### src/rtl/ram_arb_pkg.sv
// ram_arb_pkg: shared widths and read-tag type for the two-requester RAM arbiter
package ram_arb_pkg;
    localparam int RAM_ADDR_W = 6;
    localparam int RAM_DATA_W = 8;
    localparam int RAM_ID_W = 1;
    typedef struct packed {
        logic valid;
        logic [RAM_ID_W-1:0] id;
    } tag_t;
endpackage

### src/rtl/ram_arb_rdpipe.sv
// ram_arb_rdpipe: read-tag shift register of depth RD_LAT+1, aligned with registered RAM read data
module ram_arb_rdpipe
    import ram_arb_pkg::*;
#(
    parameter int RD_LAT = 1
) (
    input  logic clk,
    input  logic rst,
    input  tag_t tag_in,
    output tag_t tag_out
);
    tag_t [RD_LAT:0] pipe;
    // shift tags one stage per edge; reset drops all in-flight reads
    always_ff @(posedge clk or posedge rst) begin
        if (rst) pipe <= '0;
        else pipe <= {pipe[RD_LAT-1:0], tag_in};
    end
    assign tag_out = pipe[RD_LAT];
endmodule

### src/rtl/ram_arbiter.sv
// ram_arbiter: two-requester arbiter for a 64x8 single-port RAM (RAM_ARB_FIXED_PRIO_EN selects fixed priority)
module ram_arbiter
    import ram_arb_pkg::*;
#(
    parameter int RD_LAT = 1
) (
    input  logic                  clk,
    input  logic                  rst,
    input  logic                  r0_valid,
    output logic                  r0_ready,
    input  logic                  r0_we,
    input  logic [RAM_ADDR_W-1:0] r0_addr,
    input  logic [RAM_DATA_W-1:0] r0_wdata,
    output logic                  r0_rvalid,
    output logic [RAM_DATA_W-1:0] r0_rdata,
    input  logic                  r1_valid,
    output logic                  r1_ready,
    input  logic                  r1_we,
    input  logic [RAM_ADDR_W-1:0] r1_addr,
    input  logic [RAM_DATA_W-1:0] r1_wdata,
    output logic                  r1_rvalid,
    output logic [RAM_DATA_W-1:0] r1_rdata,
    output logic                  ram_we,
    output logic [RAM_ADDR_W-1:0] ram_addr,
    output logic [RAM_DATA_W-1:0] ram_din,
    input  logic [RAM_DATA_W-1:0] ram_dout
);
    logic g0, g1, acc;
    logic sel_we;
    logic [RAM_ADDR_W-1:0] sel_addr;
    logic [RAM_DATA_W-1:0] sel_wdata;
    tag_t tag_in, tag_out;
`ifdef RAM_ARB_FIXED_PRIO_EN
    assign g0 = r0_valid;
`else
    logic last;
    assign g0 = r0_valid && (!r1_valid || last);
    // remember who was served last so a tie goes to the other requester
    always_ff @(posedge clk or posedge rst) begin
        if (rst) last <= 1'b1;
        else if (acc) last <= r1_ready;
    end
`endif
    assign g1 = r1_valid && !g0;
    assign r0_ready = g0 && !rst;
    assign r1_ready = g1 && !rst;
    assign acc = r0_ready || r1_ready;
    assign sel_we = r1_ready ? r1_we : r0_we;
    assign sel_addr = r1_ready ? r1_addr : r0_addr;
    assign sel_wdata = r1_ready ? r1_wdata : r0_wdata;
    assign tag_in = '{valid: acc && !sel_we, id: RAM_ID_W'(r1_ready)};
    // register the winning command; idle cycles only drop the write enable
    always_ff @(posedge clk or posedge rst) begin
        if (rst) begin
            ram_we <= 1'b0;
            ram_addr <= '0;
            ram_din <= '0;
        end else begin
            ram_we <= acc && sel_we;
            if (acc) begin
                ram_addr <= sel_addr;
                ram_din <= sel_wdata;
            end
        end
    end
    ram_arb_rdpipe #(.RD_LAT(RD_LAT)) u_rdpipe (
        .clk(clk),
        .rst(rst),
        .tag_in(tag_in),
        .tag_out(tag_out)
    );
    // capture RAM data when a read tag emerges and strobe the owning requester
    always_ff @(posedge clk or posedge rst) begin
        if (rst) begin
            r0_rvalid <= 1'b0;
            r1_rvalid <= 1'b0;
            r0_rdata <= '0;
            r1_rdata <= '0;
        end else begin
            r0_rvalid <= tag_out.valid && (tag_out.id == RAM_ID_W'(0));
            r1_rvalid <= tag_out.valid && (tag_out.id == RAM_ID_W'(1));
            if (tag_out.valid) begin
                r0_rdata <= ram_dout;
                r1_rdata <= ram_dout;
            end
        end
    end
endmodule
### config.mk
export PLATFORM = sky130hd
export DESIGN_NAME = ram_arbiter
export DESIGN_NICKNAME = d
export VERILOG_FILES = /design/src/rtl/ram_arb_pkg.sv /design/src/rtl/ram_arb_rdpipe.sv /design/src/rtl/ram_arbiter.sv
export SDC_FILE = /design/constraint.sdc
export NUM_CORES = 1
export LEC_CHECK = 0
export CORE_MARGIN = 2
export CORE_UTILIZATION = 34
export DETAILED_ROUTE_END_ITERATION = 8
export PLACE_DENSITY_LB_ADDON = 0.1
export SYNTH_ARGS = -nofsm -noshare
export SYNTH_HDL_FRONTEND = slang
export SYNTH_HIERARCHICAL = 1
export SYNTH_SLANG_ARGS = --single-unit
### constraint.sdc
create_clock -name clk -period 1.3 [get_ports clk]
set_clock_uncertainty 0.1 [all_clocks]
set_input_delay 0.325 -clock clk [delete_from_list [all_inputs] [get_ports clk]]
set_output_delay 0.325 -clock clk [all_outputs]
set_load 0.05 [all_outputs]
==> flow_metrics.py <==
metrics = {
    "placed_design": {
        "hpwlAfterDp_mm": 3.000,
        "io_buffers": 76,
        "place_congestion": 0.8500,
    },
    "worst_setup_path": {
        "cpPeakStageDelay_ns": 0.55,
        "crit_path_end_kind": "output pin",
        "crit_type": "reg -> out",
        "path_max_fanout": 4,
        "critical_path_buf_inv_count": 1,
        "cp_data_required_time_ns": 0.88,
        "crit_path_top_delay_cell": "dfstp_2",
        "crit_chain": "and2_4, nor2_4, buf_12",
        "critPathLaunchType": "flip-flop",
        "cp.arrival_ns": 1.20,
        "reg2reg_slack_ns": -0.27,
        "path_delay_family": "flip-flops",
    },
    "detailed_routing": {
        "drt_wl_total_mm": 4.066,
        "wl_met2_mm": 2.125,
        "drt_iter0_markers": 39,
        "first_pass_iters": 4,
        "highest_layer": "met4",
        "viasPerCell": 4.958,
        "drc": 0,
        "vias": 1309,
        "routed-wl-met3_um": 285,
        "ant_nets": 0,
        "wl_per_cell_um": 15.40,
        "wl_met1_mm": 1.597,
    },
    "finish": {
        "area_growth_pct": 106.7,
        "fin_util_pct": 75.10,
        "final_layout_size_suffix_gt1_share_pct": 44.91,
        "num_antenna_cells": 0,
        "layout_commonest_cell": "buf_12",
        "mostFrequentLayoutCells": "buf_12, clkdlybuf4s50_1, dfrtp_1, nand3_1",
        "num-nets-final": 257,
    },
    "floorplan": {
        "rows": 22,
        "die_w_um": 67.25,
        "dieHeight_um": 67.25,
        "initial_core_util_pct": 36.33,
        "placeableCoreArea_mm2": 0.003744,
        "ioPinCount": 77,
        "die-area_mm2": 0.004522,
    },
    "sta": {
        "relSlewSlack_pct": 76.13,
        "timing.final.hold_violations": 0,
        "max_freq_mhz": 616.9,
        "min_period_over_period_pct": 124.7,
        "tightestPinTransition_ns": 0.3581,
        "slew_violations": 0,
        "rsz0062_at_grt": "true",
        "finalSetupViolations": 25,
        "fin_crit_ns": 1.621,
        "setup_slack_ns": -0.3211,
    },
    "synth": {
        "synth_seq_cells": 30,
        "synthArstFlopShare_pct": 100.0,
        "syn-cell-area_mm2": 0.001360,
        "synthesis.nets": 173,
        "syn_inst": 131,
        "ys_types": 23,
        "yosysSeqAreaShare_pct": 55.29,
        "synth_area_per_cell_um2": 10.38,
        "synth_edf_count": 0,
        "synth_flop_cell": "dfrtp_1",
        "ys_warn_count": 6,
    },
    "cts": {
        "cts_buffers": 5,
        "path_clk_slew_ns": 0.06,
        "cts_sinks": 30,
        "cts_tree": "built",
        "insertion_delay_ns": 0.27,
        "cts_root_buffer": "clkbuf_8",
        "htreeDepth": 2,
        "clk_path_buf_depth": 2,
    },
    "power": {
        "p_total_mw": 3.957,
        "power_leakage_nw": 1.194,
        "power_density_mw_per_mm2": 1407,
        "vdd_drop_max_uv": 717.9,
    },
    "global_route": {
        "globalRoute.totalOverflow": 0,
        "antenna_found_initial": 0,
        "grt_max_degree": 31,
        "grt_pass1_wl_mm": 6.251,
        "grt_pass1_vias": 1289,
        "track_usage_pct": 18.67,
    },
    "outcome": {
        "status": "finished with violations",
        "violations": "negative setup slack",
    },
    "run": {
        "maxCapViolations": 0,
    },
    "worst_hold_path": {
        "worstHoldPathType": "in -> async",
    },
}
## worst register-to-register path, stage by stage (launching register included)
cell and delay (ns):
dfstp_2 0.55, and2_4 0.18, buf_6 0.10, buf_6 0.08, buf_6 0.10, buf_8 0.12, o21ai_1 0.06, a31oi_1 0.20
## worst paths after layout
| kind | startpoint | end | depth (start not counted) |
|---|---|---|---|
| worst min register to register | u_rdpipe/pipe[0]$_DFF_PP0_ | u_rdpipe/tag_out[0]$_DFF_PP0_ | 0 |
| worst max register to register | last$_DFFE_PP1P_ | ram_din[1]$_DFFE_PP0P_ | 7 |
| min in group clk | u_rdpipe/pipe[0]$_DFF_PP0_ | u_rdpipe/tag_out[0]$_DFF_PP0_ | 0 |
| worst max-delay path | last$_DFFE_PP1P_ | r1_ready | 3 |
| max in group asynchronous | rst | r0_rdata[2]$_DFFE_PP0P_ | 4 |
| worst min-delay path | rst | u_rdpipe/pipe[1]$_DFF_PP0_ | 3 |
## report_power, final
part,total [mW],switching (mW),internal (mW),leakage (nW)
clock,0.754,0.328,0.426,0.0482
combinational,1.93,0.941,0.991,0.799
sequential,1.27,0.188,1.08,0.346
## layer usage
layer	vias to the layer above	global-route usage [%]
met1	638	23.35
met4	0	4.592
met5	-	0
met3	6	6.000
met2	49	31.31
li1	616	-
## per-stage QoR
stage | setup slack (ns) | hold WS [ns] | cell area, um^2 | TNS [ns] | instances
global placement | -0.4512 | 0.2331 | 2574 | -7.877 | 250
floorplan | -0.05422 | -0.008918 | 1401 | -0.09606 | 131
detailed placement | -0.5558 | 0.2410 | 2574 | -9.223 | 250
global route | -0.3680 | 0.1886 | 2811 | -4.133 | 264
finish | -0.3211 | 0.1672 | 2811 | -2.840 | 264
CTS | -0.3303 | 0.1397 | 2684 | -0.9575 | 258
## final cells by class
cell class	count	area, um^2
Clock buffer	7	86.33
Fill cell	255	932.1
Inverter	3	11.26
Multi-Input combinational cell	80	546.8
Tap cell	48	60.06
Sequential cell	30	762.0
Timing Repair Buffer	95	1340
Clock inverter	1	5.005
## state kept, by name, summed over array words and instances (netlist names)
name              cells
r1_rvalid             1
u_rdpipe/pipe         2
r0_rdata              8
last                  1
ram_we                1
ram_addr              6
r0_rvalid             1
ram_din               8
u_rdpipe/tag_out      2
## cell usage after synthesis, types with 2 or more instances
library cell | n | area share, %
a31oi_1 | 14 | 6.4
o21ai_1 | 10 | 3.7
buf_2 | 5 | 1.8
nand3_1 | 15 | 5.5
buf_4 | 12 | 6.6
nor2_1 | 15 | 4.1
nand2_1 | 2 | 0.55
dfrtp_1 | 29 | 53
mux2_2 | 8 | 6.6
inv_1 | 3 | 0.83
o21ai_0 | 6 | 2.2
## repair_timing
item,CTS,global route
pin swaps,1,12
setup buffers,0,7
resized for setup,8,21
endpoints found under the setup margin,35,39
hold buffers,0,0
gates cloned,0,1
## cell families after synthesis
group / share of synthesized area (%)
mux: 6.624
buf+inv: 10.12
compound gates: 13.98
flops: 55.29
simple gates: 13.98
Power figures use the tool's default switching activity.
